==> config.mk <==
export PLATFORM = sky130hd
export DESIGN_NAME = shift_deser
export DESIGN_NICKNAME = d
export VERILOG_FILES = /design/src/rtl/shift_deser.sv
export SDC_FILE = /design/constraint.sdc
export NUM_CORES = 1
export LEC_CHECK = 0
export ABC_AREA = 0
export BUFFER_PORTS_ARGS = -buffer_cell sky130_fd_sc_hd__buf_2
export CORE_MARGIN = 1.5
export CORE_UTILIZATION = 54
export CTS_BUF_LIST = sky130_fd_sc_hd__clkbuf_8
export DETAILED_ROUTE_END_ITERATION = 10
export MAX_ROUTING_LAYER = met4
export PLACE_DENSITY_LB_ADDON = 0.08
export SYNTH_ARGS = -nofsm -noshare
export SYNTH_HDL_FRONTEND = slang
export SYNTH_SLANG_ARGS = --single-unit
export TNS_END_PERCENT = 30
==> constraint.sdc <==
create_clock -name clk -period 1.9 [get_ports clk]
set_input_delay 0.38 -clock clk [delete_from_list [all_inputs] [get_ports clk]]
set_output_delay 0.38 -clock clk [all_outputs]
set_load 0.005 [all_outputs]
==> src/rtl/shift_deser.sv <==
// shift_deser: double-buffered serial-to-parallel deserializer with optional parity check
// and overrun detection; LSB- or MSB-first bit order.
module shift_deser #(
    parameter int WIDTH      = 8,
    parameter int LSB_FIRST  = 1,
    parameter int PARITY_EN  = 0,
    parameter int PARITY_ODD = 0
) (
    input  logic             clk,
    input  logic             rst,
    input  logic             nxt_bit,
    input  logic             en,
    input  logic             clr,
    input  logic             ack,
    output logic [WIDTH-1:0] data_out,
    output logic             has_data,
    output logic             parity_err,
    output logic             overrun
);
    typedef enum logic {SHIFT, PARITY} state_t;
    localparam int CW = $clog2(WIDTH);
    localparam logic [CW-1:0] LAST = CW'(WIDTH - 1);

    state_t           state_q, state_d;
    logic [WIDTH-1:0] sreg_q, sreg_d, data_q, data_d, sh, word;
    logic [CW-1:0]    cnt_q, cnt_d;
    logic             par_q, par_d, has_q, has_d, perr_q, perr_d, ovr_q, ovr_d;
    logic             done, err;

    assign sh = (LSB_FIRST != 0) ? {nxt_bit, sreg_q[WIDTH-1:1]} : {sreg_q[WIDTH-2:0], nxt_bit};

    always_comb begin
        state_d = state_q;
        sreg_d  = sreg_q;
        cnt_d   = cnt_q;
        par_d   = par_q;
        data_d  = data_q;
        has_d   = has_q;
        perr_d  = perr_q;
        ovr_d   = ovr_q;
        done    = 1'b0;
        word    = sh;
        err     = 1'b0;
        if (has_q && ack) has_d = 1'b0;
        if (clr) begin
            state_d = SHIFT;
            sreg_d  = '0;
            cnt_d   = '0;
            par_d   = 1'b0;
            ovr_d   = 1'b0;
        end else if (en) begin
            if (state_q == SHIFT) begin
                sreg_d = sh;
                par_d  = par_q ^ nxt_bit;
                cnt_d  = cnt_q + 1'b1;
                if (cnt_q == LAST) begin
                    cnt_d = '0;
                    if (PARITY_EN != 0) state_d = PARITY;
                    else done = 1'b1;
                end
            end else begin
                done = 1'b1;
                word = sreg_q;
                err  = (par_q ^ nxt_bit) != PARITY_ODD[0];
            end
            // A completed word lands only if the output buffer is free or being freed now
            if (done) begin
                cnt_d   = '0;
                par_d   = 1'b0;
                state_d = SHIFT;
                if (!has_q || ack) begin
                    data_d = word;
                    perr_d = err;
                    has_d  = 1'b1;
                end else begin
                    ovr_d = 1'b1;
                end
            end
        end
    end

    always_ff @(posedge clk) begin
        if (!rst) begin
            state_q <= SHIFT;
            sreg_q  <= '0;
            cnt_q   <= '0;
            par_q   <= 1'b0;
            data_q  <= '0;
            has_q   <= 1'b0;
            perr_q  <= 1'b0;
            ovr_q   <= 1'b0;
        end else begin
            state_q <= state_d;
            sreg_q  <= sreg_d;
            cnt_q   <= cnt_d;
            par_q   <= par_d;
            data_q  <= data_d;
            has_q   <= has_d;
            perr_q  <= perr_d;
            ovr_q   <= ovr_d;
        end
    end

    assign data_out   = data_q;
    assign has_data   = has_q;
    assign parity_err = perr_q;
    assign overrun    = ovr_q;
endmodule
; ---- After elaboration in Yosys (flattened, before gate mapping)
; Cells that the tools add are included.
; Widths: inputs -> output; s select.
[word_totals]
word_cells = 26
out_inout_bits = 11
ff_bits = 21
input_bits = 6
[op_classes]
n_addsub = 1
n_bitwise = 3
reduce_logical = 6
n_eq_ne = 1
muxes = 10
[op_table]
columns = operator, count
row1 = $mux 1, 8
row2 = $mux 3, 2
row3 = $reduce_and 4->1, 1
row4 = $add 3x1->3 const B, 1
row5 = $eq 3x3->1 const B, 1
row6 = $not 1->1, 3
row7 = $reduce_and 3->1, 1
row8 = $reduce_or 2->1, 1
row9 = $logic_and 1x1->1, 1
row10 = $logic_not 1->1, 1
row11 = $logic_or 1x1->1, 1

; ---- Longest topological paths before layout
; Gate-level depths: netlist of the first run.
[depth]
word_depth = 7
depth_mapped = 5
ltp_nobuf = 5

; ---- Least setup slack after synthesis of the first run
; OpenSTA, ideal clock, no wires.
[synth_timing]
path_type = reg2reg
start = register cnt_q[0]
end = register data_q[0] (netlist: data_out[0])
setup_slack_ps = 537
path_buffers = 0
synth_period_minus_slack_ps = 1363
t_arrival_ps = 1292
t_required_ps = 1828
setup_ps = 72
path_stages_with_launch = 6
cell_sequence = dfxtp_1 ha_1 ha_1 nand2_1 nor3_4 mux2i_1
[synth_via]
elab_chain_cells = 5
[synth_rtl]
columns = item, line
row1 = from (decl), 26  ; logic [CW-1:0] cnt_q, cnt_d;
row2 = from (signal assigned), 95  ; cnt_q <= cnt_d;
row3 = $eq 3x3->1, 56  ; if (cnt_q == LAST) begin
row4 = $mux 1, 56
row5 = $mux 1, 51  ; end else if (en) begin
row6 = $mux 1, 45  ; if (clr) begin
row7 = $reduce_and 4->1 (no line), -
row8 = to (signal assigned), 97  ; data_q <= data_d;
row9 = to (decl), 25  ; logic [WIDTH-1:0] sreg_q, sreg_d, data_q, data_d, sh, word;
; No other way between the ends. The select of a mux whose other input is x is not followed.
; A chain may end at the register's enable or synchronous reset.

; ---- Worst setup path in the final report of the first run
[layout_timing]
start = register cnt_q[0]
end = register data_q[2] (netlist: data_out[2])
; The elaborated chain is that of the path after synthesis.

==> summary.md, run 1 <==
| Metric | Value |
|---|---|
| Status | `finished, final reports clean` |
| Number of setup violations in the final report | `0` |
| Layout cells sized above 1 | `20.6%` |
| IO buf count | `15` |
| Post-synth top area cell | `dfxtp_1` |
| Fmax | `636 MHz` |
| Pwr per Cell Area | `774 nW/µm²` |
| WP data required | `2080 ps` |
| Number of global-route vias before repair | `549` |
| Hold Fails Final Rpt | `0` |
| WL final | `1300 µm` |
| Yosys reg bits | `20` |
| Vias | `585` |
| Max rail drop VDD | `0.558 mV` |
| Worst Skew | `2.55 ps` |
| Post_cts resized | `0` |
| Max-cap violations | `0` |
| Residual DRC | `0` |
| Tmin final | `1570 ps` |
| I/O pins | `17` |
| Layout Nets | `108` |
| Die Area | `1750 µm²` |
| DP HPWL | `930 µm` |
| Crit path top cell by count | `ha_1` |
| Mapped Area | `812 µm²` |
| Clock buffer count from CTS | `3` |
| Largest cells by area after synthesis | `dfxtp_1, mux2i_1, nand2_1, nor2_1, ha_1` |
| CP max FO | `8` |
| Slew HR | `65.3%` |
| Iter 0 DRT Violations | `7` |
| GRT overflow | `0` |
| Count of different cell masters after synthesis | `18` |
| RD Place Congestion | `0.714` |
| Crit end category | `flop` |
| Post-synth top area share | `49.3%` |
| TritonCTS clock tree | `built` |
| CTS sink cnt | `20` |
| CTS Hold Bufs | `0` |
| Post-layout util | `68.9%` |
| WL/cell | `11.6 µm` |
| Dpl cell area | `888 µm²` |
| Global-route wire length before repair | `2260 µm` |
| Antenna fix cells | `0` |
| Leakage Power | `0.405 nW` |
| Top FF cell, synth | `dfxtp_1` |
| Tcrit/Tclk final | `82.7%` |
| Warnings from Yosys | `0` |
| Max H-tree Level | `1` |
| Die height | `41.8 µm` |
| Crit-path cells | `ha_1 > ha_1 > nand2_1 > nor3_4 > mux2i_1` |
| Area occupied by multi-input gates | `387 µm²` |
| Crit-path max cell delay | `430 ps` |
| Drt pass-1 iters | `4` |
| Reg area | `400 µm²` |
| Syn_nets | `92` |
| Synth top cells by count | `dfxtp_1, mux2i_1, nand2_1` |
| Critical path type | `flop to flop` |
| CP Launch Type | `flop` |
| Mapped Cells | `83` |
| Post-synthesis sequential area ratio | `49.3%` |
| Final cell count without fillers | `112` |
| Critical path's slowest cell | `nor3_4` |
| Setup_tns | `0 ps` |
| Via density | `5.22` |
| RSZ-0062 raised after global routing | `false` |
| Crit path DAT | `1750 ps` |
| Placed Cells | `109` |
| Initial core utilization | `60.1%` |
| Largest net degree at the start of global routing | `16` |
| CTS Buffer Depth | `2` |
| Total power | `719 µW` |
| Post-DRT Antenna Nets | `0` |
| EDFF count, synth | `0` |
| Count leader, synth | `dfxtp_1` |
| Worst-Skew Late Latency | `250 ps` |
| Ys async rst share | `0%` |
| Row cnt | `13` |
| Post-CTS Setup Inserts | `0` |
| Fill cells | `118` |
| Antenna violations before repair | `0` |
| Final Max Tran Viols | `0` |
| Synthesis-to-finish area growth | `14.5%` |
| Min-Delay Path Class | `input pin to flop` |
| Core area | `1350 µm²` |
| Global-route usage over all layers | `17.0%` |
| Slew @ Worst Pin | `519 ps` |
| CTS root buffer | `clkbuf_8` |
| Design area | `930 µm²` |
| Die Wd | `41.8 µm` |
| Mean Syn Cell Area | `9.78 µm²` |
| Reg clk slew, reported paths | `70 ps` |
==> state kept, by name, indices dropped and copies added, names as in the netlist <==
signal	flops
cnt_q	3
has_data	1
data_out	8
sreg_q	7
overrun	1
==> critical path, delay by kind of cell (launching register included) <==
family	cells	cell delay, ps
and+or+nand+nor	2	520
adders and majority gates	2	360
DFF	1	360
muxes	1	250
==> stage by stage <==
stage / hold WS [ps] / worst slack, ps
global route: 401 / 187
CTS: 390 / 306
detailed placement: 446 / 297
global placement: 441 / 335
finish: 389 / 329
floorplan: 437 / 537
==> cell families after synthesis <==
logic type      share of synthesized area (%)
compound gates                           2.31
fa+ha+maj                                4.62
buf+inv                                  3.08
flops                                    49.3
mux                                      21.0
other cells                             0.462
simple gates                             19.3
==> final timing paths <==
check,depth (start not counted),slack (ps),start,to
min,3,390,nxt_bit,sreg_q[7]
min reg2reg,2,450,data_out[6],data_out[6]
max,5,330,cnt_q[0],data_out[2]
max reg2reg,5,330,cnt_q[0],data_out[2]
==> metal layers <==
metal,part of all wire [%],GRT usage (%),up-vias
met5,0,-,-
met4,1.3,7.74,0
li1,-,-,300
met2,42,25.3,15
met3,4.1,3.91,2
met1,53,22.0,268
==> report_power, final <==
part | total [mW] | switching, mW | leakage, nW | internal, mW
Clock | 0.263 | 0.122 | 0.0216 | 0.141
Sequential | 0.423 | 0.00181 | 0.161 | 0.421
Combinational | 0.0330 | 0.0199 | 0.222 | 0.0130
==> cell usage in the layout (no fill, tap or decap), drive strengths merged <==
cell type  count
and3b          1
clkbuf         3
nand2         17
buf           16
a21oi          1
nor2          11
dfxtp         20
a31oi          1
ha             3
nand2b         2
o21a           1
conb           1
nor3           1
nor2b          1
nand3b         1
mux2i         17
==> cell type report <==
type                    count  share of cell area (%)
well taps                  15                    2.02
multi-input cells          58                    41.6
repair buffers             16                    8.88
flip-flops and latches     20                    43.1
clock buffers               3                    4.44
(Power assumes the default switching activity.)
==> run 2, diff against run 1 <==
--- a/config.mk
+++ b/config.mk
@@ -5,10 +5,10 @@
 export SDC_FILE = /design/constraint.sdc
 export NUM_CORES = 1
 export LEC_CHECK = 0
-export ABC_AREA = 0
+export ABC_AREA = 1
 export BUFFER_PORTS_ARGS = -buffer_cell sky130_fd_sc_hd__buf_2
 export CORE_MARGIN = 1.5
-export CORE_UTILIZATION = 54
+export CORE_UTILIZATION = 49
 export CTS_BUF_LIST = sky130_fd_sc_hd__clkbuf_8
 export DETAILED_ROUTE_END_ITERATION = 10
 export MAX_ROUTING_LAYER = met4
==> constraint.sdc (replaced) <==
create_clock -name clk -period 1.3 [get_ports clk]
set_input_delay 0.26 -clock clk [delete_from_list [all_inputs] [get_ports clk]]
set_output_delay 0.26 -clock clk [all_outputs]
set_load 0.005 [all_outputs]
==> run 2 against run 1 <==
  * The flow now finishes with violations (design-rule violations, negative setup slack)
  * Synthesized cell count grew 30%
  * Design area rose by 15%
  * Highest routed layer unchanged
  * First-iteration DRC count increased to 2.6 times the previous value
  * Critical path type unchanged
==> summary.md, run 2 <==
| Metric | Value |
|---|---|
| CP max FO | `8` |
| Fmax | `765 MHz` |
| Mapped Area | `845 µm²` |
| Hold Path Depth | `3` |
| RSZ-0062 raised after global routing | `true` |
| Count of different cell masters after synthesis | `14` |
| Final setup margin | `-7.49 ps` |
| GRT overflow | `0` |
| Row cnt | `14` |
| Number of global-route vias before repair | `624` |
| Mean Syn Cell Area | `7.82 µm²` |
| Max H-tree Level | `1` |
| Design area | `1070 µm²` |
| Crit-path cells | `ha_4 > ha_4 > nand2_4 > nor2_4 > buf_12 > nand3_1 > nand2_1 > nor2_1` |
| WL final | `1710 µm` |
| Layout Nets | `137` |
| Largest net degree at the start of global routing | `20` |
| Antenna violations before repair | `0` |
| Die Area | `1980 µm²` |
| Min-Delay Path Class | `input pin to flop` |
| Worst-Skew Late Latency | `250 ps` |
| Via density | `5.05` |
| Tcrit/Tclk final | `101%` |
| DP HPWL | `1020 µm` |
| Residual DRC | `2` |
| Global-route wire length before repair | `2880 µm` |
| Synth top cells by count | `dfxtp_1, a21oi_1, nor2_1` |
| Top FF cell, synth | `dfxtp_1` |
| Fill cells | `119` |
| Crit path DAT | `1450 ps` |
| Drt pass-1 iters | `7` |
| Reg clk slew, reported paths | `70 ps` |
| Worst hold slack | `282 ps` |
| Tmin final | `1310 ps` |
| Worst setup startpoint | `cnt_q[0]` |
| Crit path top cell by count | `ha_4` |
| RD Place Congestion | `0.726` |
| Die Wd | `44.5 µm` |
| Hold Fails Final Rpt | `0` |
| Vias | `717` |
| Clock buffer count from CTS | `3` |
| Crit-path max cell delay | `360 ps` |
| Global-route usage over all layers | `20.8%` |
| TritonCTS clock tree | `built` |
| Total power | `1.09 mW` |
| Critical path type | `flop to flop` |
| Max-cap violations | `0` |
| Iter 0 DRT Violations | `18` |
| Pwr per Cell Area | `1020 nW/µm²` |
| Yosys reg bits | `20` |
| Synthesis-to-finish area growth | `26.7%` |
| WP data required | `1440 ps` |
| Dpl ws | `-93.0 ps` |
| Post-synthesis sequential area ratio | `47.4%` |
| Syn_nets | `117` |
| DR WL met2 | `849 µm` |
| Reg2Reg Depth | `8` |
| Post-layout util | `68.6%` |
| Failing checks | `design-rule violations, negative setup slack` |
| Die height | `44.5 µm` |
| WL/cell | `12.0 µm` |
| Crit end category | `flop` |
| Max Used Layer | `met4` |
| Placed Cells | `135` |
| Max rail drop VDD | `0.460 mV` |
| Max reg flops | `8` |
| Worst Hold Launch | `nxt_bit` |
| IO buf count | `15` |
| Post-DRT Antenna Nets | `0` |
| Largest cells by area after synthesis | `dfxtp_1, a21oi_1, nor2_1, nand2_1, nand3_1` |
| Reg-to-reg startpoint | `cnt_q[0]` |
| CTS Hold Bufs | `0` |
| Number of setup violations in the final report | `5` |
| Setup_tns | `-22.9 ps` |
| Worst Skew | `6.81 ps` |
| Met3 Routed Length | `37 µm` |
| Met1 wire length | `810 µm` |
| EDFF count, synth | `0` |
| Critical path's slowest cell | `dfxtp_2` |
| Warnings from Yosys | `0` |
| Ys async rst share | `0%` |
| Post-synth top area cell | `dfxtp_1` |
| CP Launch Type | `flop` |
| Most frequent cells in the layout | `a21oi_1, dfxtp_1, buf_2` |
| Dpl cell area | `908 µm²` |
| Leakage Power | `0.467 nW` |
| CTS Buffer Depth | `2` |
| CTS root buffer | `clkbuf_8` |
| Count leader, synth | `dfxtp_1` |
| Initial core utilization | `54.2%` |
| Layout cells sized above 1 | `30.2%` |
| Status | `finished, violations left` |
| I/O pins | `17` |
| Mapped Cells | `108` |
| Core area | `1560 µm²` |
| Antenna fix cells | `0` |
| Post-synth top area share | `47.4%` |
| Final cell count without fillers | `142` |
| Final Max Tran Viols | `0` |
| CTS sink cnt | `20` |
==> run 2: final cells by class <==
type                            instances  area, µm²  share of cell area (%)
Inverter                               12       45.0                    4.21
Multi-Input combinational cell         70        408                    38.1
Clock buffer                            3       41.3                    3.86
Tap cell                               16       20.0                    1.87
Sequential cell                        20        403                    37.7
Timing Repair Buffer                   21        153                    14.3
==> run 2: kinds of logic after synthesis <==
kind of cell | synth area share (%)
AO/OA/AOI/OAI | 15.4
adder cells (fa/ha/maj) | 4.44
buffers and inverters | 10.8
flip-flops | 47.4
other | 0.444
AND/OR/NAND/NOR | 21.5
==> run 2: critical path: cells and delay by family, from the launching register on <==
| family | cells | cell delay (ps) |
|---|---|---|
| AND/OR/NAND/NOR | 5 | 400 |
| buffers and inverters | 1 | 150 |
| flip-flops | 1 | 360 |
| adder cells (fa/ha/maj) | 2 | 290 |
==> run 2: repair_timing <==
action / in CTS / in global routing
gates cloned: 1 / 0
resized for setup: 10 / 4
pin swaps: 4 / 6
setup endpoints to repair: 8 / 8
setup buffers: 2 / 1
==> run 2: power breakdown <==
group          switching [mW]  internal (mW)
logic                  0.0430         0.0238
registers             0.00573          0.622
clock network           0.189          0.206
==> run 2: final timing paths <==
kind,end,slack [ps]
worst min register to register,overrun,470
worst max-delay path,data_out[6],-7
worst min-delay path,sreg_q[7],280
worst max register to register,data_out[6],-7
==> run 2: layer usage <==
layer	GRT usage (%)	up-vias
met1	28.1	323
met4	7.27	0
met5	-	-
li1	-	381
met2	31.0	11
met3	3.67	2
